<file path="src/rtl/elpis_test_monitor.sv">
// Self-check monitor: snoops core0 regfile write-back against an ordered (reg, value) list.
// Optional strict mode (wrong value on the expected register fails) via MONITOR_STRICT_EN.
module elpis_test_monitor #(
  parameter int unsigned XLEN         = 32,
  parameter int unsigned NUM_CHECKS   = 4,
  parameter int unsigned TIMEOUT_KCYC = 100,
  // A one-entry list still gets a 1-bit index port so the port never has zero width
  localparam int unsigned IdxW = (NUM_CHECKS > 1) ? $clog2(NUM_CHECKS) : 1
) (
  input  logic            wb_clk_i,
  input  logic            wb_rst_i,
  input  logic            rf_we_i,
  input  logic [4:0]      rf_waddr_i,
  input  logic [XLEN-1:0] rf_wdata_i,
  input  logic            cfg_we_i,
  input  logic [IdxW-1:0] cfg_idx_i,
  input  logic [4:0]      cfg_addr_i,
  input  logic [XLEN-1:0] cfg_data_i,
  input  logic            arm_i,
  output logic [15:0]     status_o,
  output logic            done_o,
  output logic            pass_o
);

  localparam logic [3:0] StIdle         = 4'd0;
  localparam logic [3:0] StArmed        = 4'd1;
  localparam logic [3:0] StPass         = 4'd2;
  localparam logic [3:0] StFailTimeout  = 4'd3;
  localparam logic [3:0] StFailMismatch = 4'd4;

  logic [3:0]      state_q, state_d;
  logic [3:0]      cur_idx_q, cur_idx_d;
  logic [7:0]      pass_cnt_q, pass_cnt_d;
  logic [9:0]      presc_q, presc_d;
  logic [31:0]     kcnt_q, kcnt_d;
  logic            done_q, pass_q;
  logic [4:0]      exp_addr_q [NUM_CHECKS];
  logic [XLEN-1:0] exp_data_q [NUM_CHECKS];

  logic [4:0]      cur_addr;
  logic [XLEN-1:0] cur_data;
  logic            is_last, hit, advance, wrong, timeout_hit;

  // Select the current entry by compare so an index past the list reads as zero
  always_comb begin
    cur_addr = '0;
    cur_data = '0;
    for (int i = 0; i < int'(NUM_CHECKS); i++) begin
      if (cur_idx_q == 4'(i)) begin
        cur_addr = exp_addr_q[i];
        cur_data = exp_data_q[i];
      end
    end
  end

  assign is_last = ({28'd0, cur_idx_q} == NUM_CHECKS - 32'd1);
  assign hit     = rf_we_i && (rf_waddr_i == cur_addr) && (rf_wdata_i == cur_data);
  // x0 is never written, so an x0 entry passes on its own
  assign advance = hit || (cur_addr == 5'd0);

`ifdef MONITOR_STRICT_EN
  assign wrong = rf_we_i && (cur_addr != 5'd0) && (rf_waddr_i == cur_addr) &&
                 (rf_wdata_i != cur_data);
`else
  assign wrong = 1'b0;
`endif

  assign timeout_hit = (TIMEOUT_KCYC != 32'd0) && (presc_q == 10'd999) &&
                       (kcnt_q + 32'd1 == TIMEOUT_KCYC);

  always_comb begin
    state_d    = state_q;
    cur_idx_d  = cur_idx_q;
    pass_cnt_d = pass_cnt_q;
    presc_d    = presc_q;
    kcnt_d     = kcnt_q;
    if (arm_i) begin
      state_d    = StArmed;
      cur_idx_d  = '0;
      pass_cnt_d = '0;
      presc_d    = '0;
      kcnt_d     = '0;
    end else if (state_q == StArmed) begin
      if (presc_q == 10'd999) begin
        presc_d = '0;
        kcnt_d  = kcnt_q + 32'd1;
      end else begin
        presc_d = presc_q + 10'd1;
      end
      if (advance) begin
        cur_idx_d  = cur_idx_q + 4'd1;
        pass_cnt_d = pass_cnt_q + 8'd1;
      end
      // Final match beats a simultaneous timeout
      if (advance && is_last) begin
        state_d = StPass;
      end else if (wrong) begin
        state_d = StFailMismatch;
      end else if (timeout_hit) begin
        state_d = StFailTimeout;
      end
    end
  end

  always_ff @(posedge wb_clk_i) begin
    if (wb_rst_i) begin
      state_q    <= StIdle;
      cur_idx_q  <= '0;
      pass_cnt_q <= '0;
      presc_q    <= '0;
      kcnt_q     <= '0;
      done_q     <= 1'b0;
      pass_q     <= 1'b0;
      for (int i = 0; i < int'(NUM_CHECKS); i++) begin
        exp_addr_q[i] <= '0;
        exp_data_q[i] <= '0;
      end
    end else begin
      state_q    <= state_d;
      cur_idx_q  <= cur_idx_d;
      pass_cnt_q <= pass_cnt_d;
      presc_q    <= presc_d;
      kcnt_q     <= kcnt_d;
      done_q     <= (state_d == StPass) || (state_d == StFailTimeout) ||
                    (state_d == StFailMismatch);
      pass_q     <= (state_d == StPass);
      if (cfg_we_i && (state_q != StArmed)) begin
        for (int i = 0; i < int'(NUM_CHECKS); i++) begin
          if (cfg_idx_i == IdxW'(i)) begin
            exp_addr_q[i] <= cfg_addr_i;
            exp_data_q[i] <= cfg_data_i;
          end
        end
      end
    end
  end

  assign status_o = {state_q, cur_idx_q, pass_cnt_q};
  assign done_o   = done_q;
  assign pass_o   = pass_q;

endmodule
</file>
<file path="config.mk">
export PLATFORM = sky130hd
export DESIGN_NAME = elpis_test_monitor
export DESIGN_NICKNAME = d
export VERILOG_FILES = /design/src/rtl/elpis_test_monitor.sv
export SDC_FILE = /design/constraint.sdc
export NUM_CORES = 1
export LEC_CHECK = 0
export BUFFER_PORTS_ARGS = -buffer_cell sky130_fd_sc_hd__buf_4
export CORE_MARGIN = 4
export CORE_UTILIZATION = 54
export DETAILED_ROUTE_END_ITERATION = 8
export GPL_ROUTABILITY_DRIVEN = 0
export PLACE_DENSITY_LB_ADDON = 0.15
export SKIP_CTS_REPAIR_TIMING = 1
export SLEW_MARGIN = 20
export SYNTH_ARGS = -nofsm -noshare
export SYNTH_HDL_FRONTEND = slang
export SYNTH_SLANG_ARGS = --single-unit
</file>
<file path="constraint.sdc">
create_clock -name wb_clk_i -period 4.32 [get_ports wb_clk_i]
set_input_delay 0.864 -clock wb_clk_i [delete_from_list [all_inputs] [get_ports wb_clk_i]]
set_output_delay 0.864 -clock wb_clk_i [all_outputs]
set_load 0.02 [all_outputs]
</file>
==> results.tsv, run 1 <==
stage	metric	value	unit
clock_network	clkSlewWorstSetupHoldPaths	0.06	ns
critical_path	crit_path_end_kind	flop	
sta	post-route-min-period	4.05	ns
yosys	synth.net_count	1096	
yosys	synthArstFlopShare	0	%
critical_path	critical_path.top_delay_family	simple AND/OR/NAND/NOR gates	
critical_path	crit_slowest_cell	sky130_fd_sc_hd__or4_1	
cells_and_area	synthToLayoutAreaGrowth	18.4	%
critical_path	cp.required	4.77	ns
cells_and_area	multi_input_comb_area	4660	um2
power	share_comb_of_total_power	7.0	%
cells_and_area	final_core_utilization	64.8	%
floorplan	floorplan.rows	51	
global_routing	grt_antenna_before_repair	0	
routing	drt_first_iter_violations	707	
sta	post_route_setup_tns	0	ns
cells_and_area	fin_nets	1191	
yosys	yosysSeqAreaShare	53.2	%
placed_design	placement.cell_area	11700	um2
yosys	synthesis.yosys.warnings	0	
global_routing	grt_start_max_net_pins	39	
critical_path	setup.worst_path.class	reg -> reg	
yosys	synth_top_flop_cell	sky130_fd_sc_hd__edfxtp_1	
yosys	synth_edf_count	148	
sta	report.final.slew_viol_count	0	
power	vdd_drop_max	0.325	mV
routing	drcViolationCount	0	
critical_path	startpoint_type	flop	
yosys	synth.avg_cell_area	10.5	um2
critical_path	crit_buf_inv	2	
placed_design	half_perimeter_wire_length_after_detailed_placement	20700	um
status	status	finished clean	
cells_and_area	stdcell_area	12600	um2
sta	slew_headroom	33.4	%
sta	worst_clock_skew	0.00990	ns
floorplan	die_h	148	um
cells_and_area	layout-drive-gt1-share	15.8	%
power	power.leakage	4.69	nW
power	switching_power	0.00105	W
clock_network	numClockSinks	208	
power	internal_power	0.00370	W
clock_network	clock-root-buffer	sky130_fd_sc_hd__clkbuf_16	
sta	timing.final.hold_violations	0	
yosys	yosys.cell_types.count	69	
sta	worst-slew-pin-transition	0.995	ns
global_routing	grt_usage	27.1	%
clock_network	htreeDepth	1	
cells_and_area	fillerInstances	1641	
power	seqPwrFrac	47.4	%
cells_and_area	diodes	0	
routing	avgViaCountPerCell	6.07	
routing	routedWlPerCell	21.7	um
floorplan	pin_count	99	
clock_network	buffer_depth_of_the_longest_clock_path	3	
critical_path	cp_max_stage_delay	0.56	ns
routing	ant_nets	0	
sta	fin_crit_sh	93.8	%
clock_network	total_cts_buffers	24	
sta	fmax	0.247	GHz
floorplan	die_width	148	um
yosys	postSynthCellCount	1008	
global_routing	total_gr_overflow	0	
routing	drt_first_pass_iters	5	
placed_design	placement.io_buffers	98	
critical_path	worstPathCellList	inv_1, ha_1, buf_4, or2_1, a221oi_1, nor3_1, or4b_1, nor4_1, nand4_1, o31a_1, or4_1, o21ai_0	
power	powerDensity	378	nW/um2
routing	vias	8418	
global_routing	first_pass_grt_wire_length	46300	um
sta	rsz0062_at_grt	false	
power	power_switching_share	22.0	%
power	p_clk_share	45.5	%
routing	drt-total-wl	30100	um
job	drv_cap	0	
floorplan	placeable_area	19400	um2
hold_path	path_class_of_the_lowest_slack_min_delay_path	reg -> reg	
global_routing	grt_pass1_vias	8216	
floorplan	die-area	22000	um2
yosys	synth_seq_cells	208	
sta	finalSetupViolCount	0	
critical_path	crit_arrival	4.50	ns
clock_network	tritoncts	built	
floorplan	start_util	54.7	%
cells_and_area	seq_area	5650	um2
yosys	syn-cell-area	10600	um2
critical_path	reg2reg_setup_slack	0.27	ns
clock_network	clock_insertion_delay_worst_skew	0.52	ns
critical_path	critPathMaxFanout	22	
## placed cells by master, fill, tap and decap left out, drive strengths merged, types with 7 or more instances in the layout
cell type,instances
inv,41
clkbuf,30
o21ai,33
nand3b,11
o221ai,7
nand3,24
xnor2,25
clkinv,7
buf,123
ha,7
nor2b,15
edfxtp,148
nand2,40
xor2,29
nor2,77
nor3,29
nand2b,14
nor4,13
a22oi,7
a31oi,7
and2,154
a21oi,25
dfxtp,60
o22ai,11
and3,11
or3,17
a221oi,25
nand4,17
mux2i,9
## layer usage
layer	up-vias	GRT usage (%)	routed length [um]
met2	396	44.3	14200
li1	3899	-	-
met5	-	0	0
met3	96	4.45	2540
met1	4027	36.4	12000
met4	0	10.6	1290
## tightest hold or removal path: cells and delay by family (launching register included)
kind	cells	cell delay [ns]
and+or+nand+nor	1	0.05
DFF	1	0.32
AOI/OAI and AO/OA	1	0.06
## stage by stage
step                      total power (W)  instances  setup slack, ns  hold slack, ns
final                             0.00475       1386            0.270           0.473
after global routing              0.00488       1386            0.177           0.497
after CTS                         0.00477       1386            0.380           0.481
after detailed placement          0.00262       1342            0.448           0.473
after global placement            0.00262       1342            0.488           0.466
after floorplan                   0.00244       1008           0.0378           0.463
## registers in the layout, summed over array words and instances, names as in the netlist, 4 cells and up
| register | flops |
|---|---|
| state_q | 4 |
| kcnt_q | 32 |
| pass_cnt_q | 8 |
| exp_addr_q | 20 |
| cur_idx_q | 4 |
| presc_q | 10 |
| exp_data_q | 128 |
## cell usage after synthesis, types with 14 or more instances
| master | n | share of area [%] |
|---|---|---|
| sky130_fd_sc_hd__or3_1 | 17 | 1.0 |
| sky130_fd_sc_hd__nor2_1 | 77 | 2.7 |
| sky130_fd_sc_hd__xnor2_1 | 25 | 2.1 |
| sky130_fd_sc_hd__and2_1 | 154 | 9.1 |
| sky130_fd_sc_hd__nand2_1 | 40 | 1.4 |
| sky130_fd_sc_hd__dfxtp_1 | 60 | 11 |
| sky130_fd_sc_hd__inv_1 | 40 | 1.4 |
| sky130_fd_sc_hd__a21oi_1 | 25 | 1.2 |
| sky130_fd_sc_hd__o21ai_0 | 33 | 1.6 |
| sky130_fd_sc_hd__nor2b_1 | 15 | 0.88 |
| sky130_fd_sc_hd__nor3_1 | 29 | 1.4 |
| sky130_fd_sc_hd__nand2b_1 | 14 | 0.83 |
| sky130_fd_sc_hd__nand3_1 | 24 | 1.1 |
| sky130_fd_sc_hd__a221oi_1 | 24 | 2.0 |
| sky130_fd_sc_hd__clkbuf_1 | 37 | 1.3 |
| sky130_fd_sc_hd__xor2_1 | 29 | 2.4 |
| sky130_fd_sc_hd__edfxtp_1 | 148 | 42 |
| sky130_fd_sc_hd__nand4_1 | 17 | 1.0 |
## power by group through the flow
stage / clock network (W) / registers (W) / logic (W)
final: 0.00216 / 0.00225 / 0.000334
after CTS: 0.00219 / 0.00225 / 0.000331
after floorplan: 0 / 0.00228 / 0.000159
after global routing: 0.00227 / 0.00225 / 0.000358
after global placement: 0 / 0.00229 / 0.000328
after detailed placement: 0 / 0.00229 / 0.000330
## path summary, 6_finish.rpt
kind / depth (start not counted) / to / from
setup / recovery: 12 / pass_cnt_q[7]$_SDFFE_PP0P_ / cur_idx_q[0]$_SDFFE_PP0P_
hold / removal: 2 / pass_cnt_q[7]$_SDFFE_PP0P_ / pass_cnt_q[7]$_SDFFE_PP0P_
setup reg to reg: 12 / pass_cnt_q[7]$_SDFFE_PP0P_ / cur_idx_q[0]$_SDFFE_PP0P_
hold reg to reg: 2 / pass_cnt_q[7]$_SDFFE_PP0P_ / pass_cnt_q[7]$_SDFFE_PP0P_
## cell families (layout without fill, tap and decap cells)
kind of cell	count (synthesis)	in the layout	share of synthesized area (%)
flops	208	208	53.2
buf+inv	94	207	3.63
simple gates	444	444	23.7
compound gates	192	192	13.4
fa+ha+maj	7	7	0.825
xor+xnor	54	54	4.46
mux	9	9	0.849
## final cells by class
cell class                      count  share of cell area [%]
Clock inverter                     14                    1.56
Multi-Input combinational cell    706                    37.1
Sequential cell                   208                    44.9
Clock buffer                       30                    5.13
Inverter                           40                    1.19
Timing Repair Buffer              123                    7.45
Tap cell                          265                    2.64
(Power assumes the default switching activity.)
==> inputs of run 2 (changes only) <==
--- a/config.mk
+++ b/config.mk
@@ -5,13 +5,14 @@
 export SDC_FILE = /design/constraint.sdc
 export NUM_CORES = 1
 export LEC_CHECK = 0
+export ABC_CLOCK_PERIOD_IN_PS = 4320
 export BUFFER_PORTS_ARGS = -buffer_cell sky130_fd_sc_hd__buf_4
 export CORE_MARGIN = 4
 export CORE_UTILIZATION = 54
 export DETAILED_ROUTE_END_ITERATION = 8
 export GPL_ROUTABILITY_DRIVEN = 0
+export MAX_ROUTING_LAYER = met4
 export PLACE_DENSITY_LB_ADDON = 0.15
-export SKIP_CTS_REPAIR_TIMING = 1
 export SLEW_MARGIN = 20
 export SYNTH_ARGS = -nofsm -noshare
 export SYNTH_HDL_FRONTEND = slang
==> run 2 against run 1 <==
Critical endpoint unchanged; first-iteration DRC count increased by 1.6%; sequential power about the same; global-route usage increased by 0.80 points; non-clock buffer count unchanged.
==> results.tsv, run 2 (synthesis gave the netlist of run 1 again) <==
stage	metric	value	unit	change
power	power.leakage	4.69	nW	unchanged
power	power_switching_share	22.0	%	-0.022 points
placed_design	dp_cells	1342		unchanged
cells_and_area	diodes	0		unchanged
sta	fin_crit_sh	93.4	%	-0.31 points
status	status	finished clean		
cells_and_area	leading_cell_types_in_the_layout_fill_and_taps_excluded	sky130_fd_sc_hd__and2_1, sky130_fd_sc_hd__edfxtp_1, sky130_fd_sc_hd__buf_4		
floorplan	floorplan.rows	51		unchanged
sta	post-route-min-period	4.04	ns	-0.0133 ns
global_routing	grt_start_max_net_pins	39		unchanged
sta	worst-slew-pin-transition	0.982	ns	-0.0134 ns
power	powerDensity	378	nW/um2	about the same
sta	finalSetupViolCount	0		unchanged
critical_path	setup.worst_path.class	reg -> reg		
routing	drcViolationCount	0		unchanged
floorplan	die_h	148	um	unchanged
clock_network	ctsHoldBuffers	0		
routing	routedWlPerCell	21.6	um	-0.33%
global_routing	grt_usage	27.9	%	+0.80 points
critical_path	startpoint_type	flop		
sta	slew_headroom	34.3	%	+0.90 points
floorplan	die-area	22000	um2	unchanged
power	seqPwrFrac	47.4	%	about the same
floorplan	die_width	148	um	unchanged
clock_network	numClockSinks	208		unchanged
power	switching_power	0.00104	W	-0.13%
clock_network	cts_resized	0		
routing	drt_first_pass_iters	8		+3
sta	final_critical_path_setup_slack	0.283	ns	+0.0133 ns
hold_path	path_class_of_the_lowest_slack_min_delay_path	reg -> reg		
clock_network	clkSlewWorstSetupHoldPaths	0.06	ns	about the same
clock_network	buffer_depth_of_the_longest_clock_path	3		unchanged
critical_path	crit_arrival	4.48	ns	-0.02 ns
power	internal_power	0.00370	W	about the same
job	drv_cap	0		unchanged
floorplan	placeable_area	19400	um2	unchanged
cells_and_area	instances_no_fill	1386		unchanged
power	vdd_drop_max	0.327	mV	+0.69%
floorplan	start_util	54.7	%	unchanged
global_routing	grt_antenna_before_repair	0		unchanged
sta	report.final.slew_viol_count	0		unchanged
global_routing	grt_pass1_vias	8207		-0.11%
routing	drt-total-wl	30000	um	-0.33%
critical_path	cp.required	4.76	ns	about the same
placed_design	half_perimeter_wire_length_after_detailed_placement	20700	um	unchanged
clock_network	clock-root-buffer	sky130_fd_sc_hd__clkbuf_16		
clock_network	clock_insertion_delay_worst_skew	0.52	ns	about the same
cells_and_area	multi_input_comb_area	4660	um2	unchanged
cells_and_area	final_core_utilization	64.8	%	unchanged
sta	post_route_setup_tns	0	ns	unchanged
cells_and_area	flip_flop_count_of_the_largest_register_all_copies_and_words_added	128		unchanged
sta	worst_clock_skew	0.0111	ns	+0.00123 ns
placed_design	placement.io_buffers	98		unchanged
critical_path	critPathMaxFanout	22		unchanged
floorplan	pin_count	99		unchanged
cells_and_area	synthToLayoutAreaGrowth	18.4	%	unchanged
routing	vias	8472		+0.64%
cells_and_area	fillerInstances	1641		unchanged
sta	fmax	0.248	GHz	+0.33%
sta	rsz0062_at_grt	false		
routing	ant_nets	0		unchanged
global_routing	first_pass_grt_wire_length	46300	um	about the same
clock_network	tritoncts	built		
cells_and_area	reg.largest.list	exp_data_q: 128 flops, kcnt_q: 32 flops, exp_addr_q: 20 flops		
cells_and_area	largest_register	exp_data_q		
placed_design	preCtsSetupSlack	0.448	ns	unchanged
power	power.total	0.00474	W	about the same
cells_and_area	layout-drive-gt1-share	15.8	%	unchanged
clock_network	htreeDepth	1		unchanged
clock_network	post_cts_setup_inserts	0		
cells_and_area	mostFrequentLayoutCell	sky130_fd_sc_hd__and2_1		
cells_and_area	seq_area	5650	um2	unchanged
power	p_clk_share	45.6	%	about the same
power	share_comb_of_total_power	7.0	%	about the same
global_routing	total_gr_overflow	0		unchanged
cells_and_area	fin_nets	1191		unchanged
clock_network	total_cts_buffers	24		unchanged
routing	avgViaCountPerCell	6.11		+0.64%
routing	drt_first_iter_violations	718		+1.6%
critical_path	crit_path_end_kind	flop		
sta	timing.final.hold_violations	0		unchanged
## run 2: cell counts in the layout (fill, tap and decap cells not counted)
Identical to the previous run, type by type.
## run 2: cell type report
cell class	count	area share, %
timing repair buffer	123	7.45
sequential	208	44.9
inverter	40	1.19
multi-input combinational	706	37.1
clock buffer	30	5.13
tap	265	2.64
clock inverter	14	1.56
## run 2: per-stage QoR
stage,hold WS (ns),instance area (um2)
2_1_floorplan,0.463,10600
3_3_place_gp,0.466,11700
3_5_place_dp,0.473,11700
4_1_cts,0.481,12600
5_1_grt,0.497,12600
6_report,0.473,12600
## run 2: final timing paths
check | startpoint | endpoint | slack (ns) | depth (start not counted)
hold reg to reg | pass_cnt_q[7]$_SDFFE_PP0P_ | pass_cnt_q[7]$_SDFFE_PP0P_ | 0.47 | 2
setup reg to reg | cur_idx_q[0]$_SDFFE_PP0P_ | pass_cnt_q[7]$_SDFFE_PP0P_ | 0.28 | 12
hold / removal | pass_cnt_q[7]$_SDFFE_PP0P_ | pass_cnt_q[7]$_SDFFE_PP0P_ | 0.47 | 2
setup / recovery | cur_idx_q[0]$_SDFFE_PP0P_ | pass_cnt_q[7]$_SDFFE_PP0P_ | 0.28 | 12
## run 2: power by group through the flow
stage,clock network (W),registers (W),logic [W]
2_1_floorplan,0,0.00228,0.000159
3_3_place_gp,0,0.00229,0.000328
3_5_place_dp,0,0.00229,0.000330
4_1_cts,0.00219,0.00225,0.000331
5_1_grt,0.00227,0.00225,0.000358
6_report,0.00216,0.00225,0.000333
## run 2: worst max-delay path, cell delays in order, from the launching register on
cell and delay (ns):
sky130_fd_sc_hd__dfxtp_1 0.44, sky130_fd_sc_hd__inv_1 0.13, sky130_fd_sc_hd__ha_1 0.26, sky130_fd_sc_hd__buf_4 0.19, sky130_fd_sc_hd__or2_1 0.40, sky130_fd_sc_hd__a221oi_1 0.34, sky130_fd_sc_hd__nor3_1 0.08, sky130_fd_sc_hd__or4b_1 0.47
sky130_fd_sc_hd__nor4_1 0.33, sky130_fd_sc_hd__nand4_1 0.15, sky130_fd_sc_hd__o31a_1 0.54, sky130_fd_sc_hd__or4_1 0.55, sky130_fd_sc_hd__o21ai_0 0.07
## run 2: per-layer routing
layer	vias up	part of all wire, %	track usage (%)
met4	0	4.3	10.6
met3	97	9.0	4.14
met2	447	48	44.5
li1	3903	-	-
met5	-	0	-
met1	4025	39	36.5
==> inputs of run 3 (changes only) <==
--- a/config.mk
+++ b/config.mk
@@ -5,10 +5,10 @@
 export SDC_FILE = /design/constraint.sdc
 export NUM_CORES = 1
 export LEC_CHECK = 0
-export ABC_CLOCK_PERIOD_IN_PS = 4320
+export ABC_CLOCK_PERIOD_IN_PS = 5000
 export BUFFER_PORTS_ARGS = -buffer_cell sky130_fd_sc_hd__buf_4
 export CORE_MARGIN = 4
-export CORE_UTILIZATION = 54
+export CORE_UTILIZATION = 60
 export DETAILED_ROUTE_END_ITERATION = 8
 export GPL_ROUTABILITY_DRIVEN = 0
 export MAX_ROUTING_LAYER = met4
==> constraint.sdc (replaced) <==
create_clock -name wb_clk_i -period 5 [get_ports wb_clk_i]
set_input_delay 1 -clock wb_clk_i [delete_from_list [all_inputs] [get_ports wb_clk_i]]
set_output_delay 1 -clock wb_clk_i [all_outputs]
set_load 0.02 [all_outputs]
==> run 3 against run 2 <==
Critical path type unchanged; clock-buffer cell count shrank 4; sequential cell count is the same; sequential power shrank 14%; cell count shrank 3.4%; non-clock buffer count shrank 5.
==> results.tsv, run 3 (synthesis gave the netlist of run 1 again) <==
stage	metric	value	unit	change
global_routing	grt_pass1_vias	8310		+1.3%
sta	post_route_setup_tns	0	ns	unchanged
critical_path	startpoint_type	flop		
sta	finalSetupViolCount	0		unchanged
cells_and_area	stdcell_area	12400	um2	-1.7%
critical_path	crit_arrival	4.55	ns	+0.07 ns
sta	timing.final.hold_violations	0		unchanged
floorplan	die_width	141	um	-4.9%
critical_path	timing.rr.start	cur_idx_q[1]$_SDFFE_PP0P_		
clock_network	post_cts_setup_inserts	0		unchanged
cells_and_area	diodes	0		unchanged
global_routing	grt_antenna_before_repair	0		unchanged
floorplan	start_util	61.4	%	+6.7 points
clock_network	clkSlewWorstSetupHoldPaths	0.06	ns	about the same
sta	worst-slew-pin-transition	0.984	ns	+0.00228 ns
sta	slew_headroom	34.2	%	-0.15 points
clock_network	total_cts_buffers	23		-4.2%
power	power.total	0.00386	W	-19%
routing	ant_nets	0		unchanged
job	drv_cap	0		unchanged
cells_and_area	synthToLayoutAreaGrowth	16.4	%	
critical_path	worstPathCellList	ha_1, nand2b_1, buf_4, o21ai_0, a22o_1, a2111oi_0, and4_1, nand4_1, o31a_1, or4_1, o21ai_0		
floorplan	floorplan.rows	48		-5.9%
critical_path	crit_slowest_cell	sky130_fd_sc_hd__a2111oi_0		
cells_and_area	leading_cell_types_in_the_layout_fill_and_taps_excluded	sky130_fd_sc_hd__and2_1, sky130_fd_sc_hd__edfxtp_1, sky130_fd_sc_hd__buf_4		
critical_path	worst-r2r-cell-count	11		-1
routing	drcViolationCount	0		unchanged
floorplan	die-area	19900	um2	-9.5%
sta	post-route-min-period	4.11	ns	+0.0776 ns
cells_and_area	flip_flop_count_of_the_largest_register_all_copies_and_words_added	128		unchanged
cells_and_area	reg.largest.list	exp_data_q: 128 flops, kcnt_q: 32 flops, exp_addr_q: 20 flops		
routing	vias	8450		-0.26%
cells_and_area	fin_nets	1185		-0.50%
clock_network	clock_insertion_delay_worst_skew	0.51	ns	about the same
sta	fmax	0.243	GHz	-1.9%
placed_design	placement.io_buffers	98		unchanged
floorplan	die_h	141	um	-4.9%
placed_design	half_perimeter_wire_length_after_detailed_placement	19500	um	-5.8%
cells_and_area	largest_register	exp_data_q		
floorplan	placeable_area	17300	um2	-11%
status	status	finished clean		
routing	drt_first_pass_iters	6		-2
clock_network	ctsHoldBuffers	0		unchanged
sta	rsz0062_at_grt	false		
critical_path	critPathMaxFanout	22		unchanged
cells_and_area	mostFrequentLayoutCell	sky130_fd_sc_hd__and2_1		
hold_path	path_class_of_the_lowest_slack_min_delay_path	reg -> reg		
sta	report.final.slew_viol_count	0		unchanged
routing	drt-total-wl	28600	um	-4.5%
critical_path	cp_max_stage_delay	0.56	ns	about the same
global_routing	total_gr_overflow	0		unchanged
hold_path	hold_path_sink	presc_q[1]$_SDFFE_PP0P_		
critical_path	r2r_end	pass_cnt_q[7]$_SDFFE_PP0P_		
sta	fin_crit_sh	82.3	%	-11 points
critical_path	cp.required	5.44	ns	+0.68 ns
power	vdd_drop_max	0.325	mV	-0.70%
critical_path	reg2reg_setup_slack	0.89	ns	+0.60 ns
routing	routedWlPerCell	21.4	um	-1.2%
cells_and_area	layout-drive-gt1-share	15.4	%	-0.44 points
global_routing	grt_start_max_net_pins	45		+15%
floorplan	pin_count	99		unchanged
global_routing	first_pass_grt_wire_length	45000	um	-2.8%
routing	drt_first_iter_violations	945		+32%
clock_network	numClockSinks	208		unchanged
routing	avgViaCountPerCell	6.31		+3.2%
clock_network	clock-root-buffer	sky130_fd_sc_hd__clkbuf_16		
clock_network	tritoncts	built		
critical_path	cpMostUsedCell	sky130_fd_sc_hd__o21ai_0		
hold_path	hold_depth	2		unchanged
hold_path	min_from	presc_q[1]$_SDFFE_PP0P_		
clock_network	buffer_depth_of_the_longest_clock_path	3		unchanged
sta	final_critical_path_setup_slack	0.885	ns	+0.602 ns
clock_network	cts_resized	0		unchanged
power	powerDensity	313	nW/um2	-17%
clock_network	htreeDepth	1		unchanged
critical_path	crit_path_end_kind	flop		
placed_design	placement.cell_area	11600	um2	-0.85%
sta	worst_clock_skew	0.00644	ns	-0.00469 ns
global_routing	grt_usage	29.5	%	+1.7 points
power	power.leakage	4.61	nW	-1.6%
placed_design	preCtsSetupSlack	0.977	ns	+0.529 ns
critical_path	setup.worst_path.class	reg -> reg		
## run 3: cell types whose count changed in the layout (fill, tap and decap cells not counted), sizes merged
cell    change
clkinv      +5
clkbuf      -4
buf         -5
bufinv      -3
## run 3: area by class of cell
type	count	area, um2
clock inverters	16	133
multi-input cells	706	4660
well taps	225	282
fillers	1252	4940
repair buffers	118	886
inverters	40	150
clock buffers	26	597
flip-flops and latches	208	5650
## run 3: worst max-delay path by stage
stage / end / startpoint / depth (start not counted) / slack, ns
after global placement: pass_cnt_q[5]$_SDFFE_PP0P_ / cur_idx_q[0]$_SDFFE_PP0P_ / 12 / 1.12
after detailed placement: pass_cnt_q[7]$_SDFFE_PP0P_ / cur_idx_q[0]$_SDFFE_PP0P_ / 12 / 0.98
after global routing: pass_cnt_q[7]$_SDFFE_PP0P_ / cur_idx_q[0]$_SDFFE_PP0P_ / 12 / 0.65
final: pass_cnt_q[7]$_SDFFE_PP0P_ / cur_idx_q[1]$_SDFFE_PP0P_ / 11 / 0.89
after floorplan: exp_addr_q[0][0]$_SDFFCE_PN0P_ / cfg_we_i / 2 / 0.58
after CTS: pass_cnt_q[7]$_SDFFE_PP0P_ / cur_idx_q[1]$_SDFFE_PP0P_ / 11 / 0.94
## run 3: power breakdown
part | internal (W) | switching (W) | total [W]
combinational | 0.000114 | 0.000170 | 0.000284
sequential | 0.00191 | 0.0000303 | 0.00194
clock | 0.000960 | 0.000678 | 0.00164
total | 0.00298 | 0.000879 | 0.00386
## run 3: stage by stage
| stage | util, % | hold WS [ns] | std cells |
|---|---|---|---|
| global route | 71.4 | 0.512 | 1339 |
| finish | 71.4 | 0.491 | 1339 |
| global placement | 67.2 | 0.467 | 1297 |
| floorplan | - | 0.463 | 1008 |
| detailed placement | 67.2 | 0.482 | 1297 |
| CTS | 71.4 | 0.490 | 1339 |
## run 3: layer usage
layer / up-vias / share of wire, % / GRT usage, %
met5: - / 0 / -
met4: 0 / 4.3 / 11.5
met3: 106 / 8.4 / 3.53
met2: 454 / 48 / 47.9
met1: 3996 / 39 / 38.4
li1: 3894 / - / -
## run 3: worst max-delay path, delay by kind of cell, from the launching register on
| kind | cells | cell delay, ns |
|---|---|---|
| flops | 1 | 0.45 |
| buf+inv | 1 | 0.25 |
| simple gates | 4 | 1.44 |
| compound gates | 5 | 1.49 |
| fa+ha+maj | 1 | 0.40 |
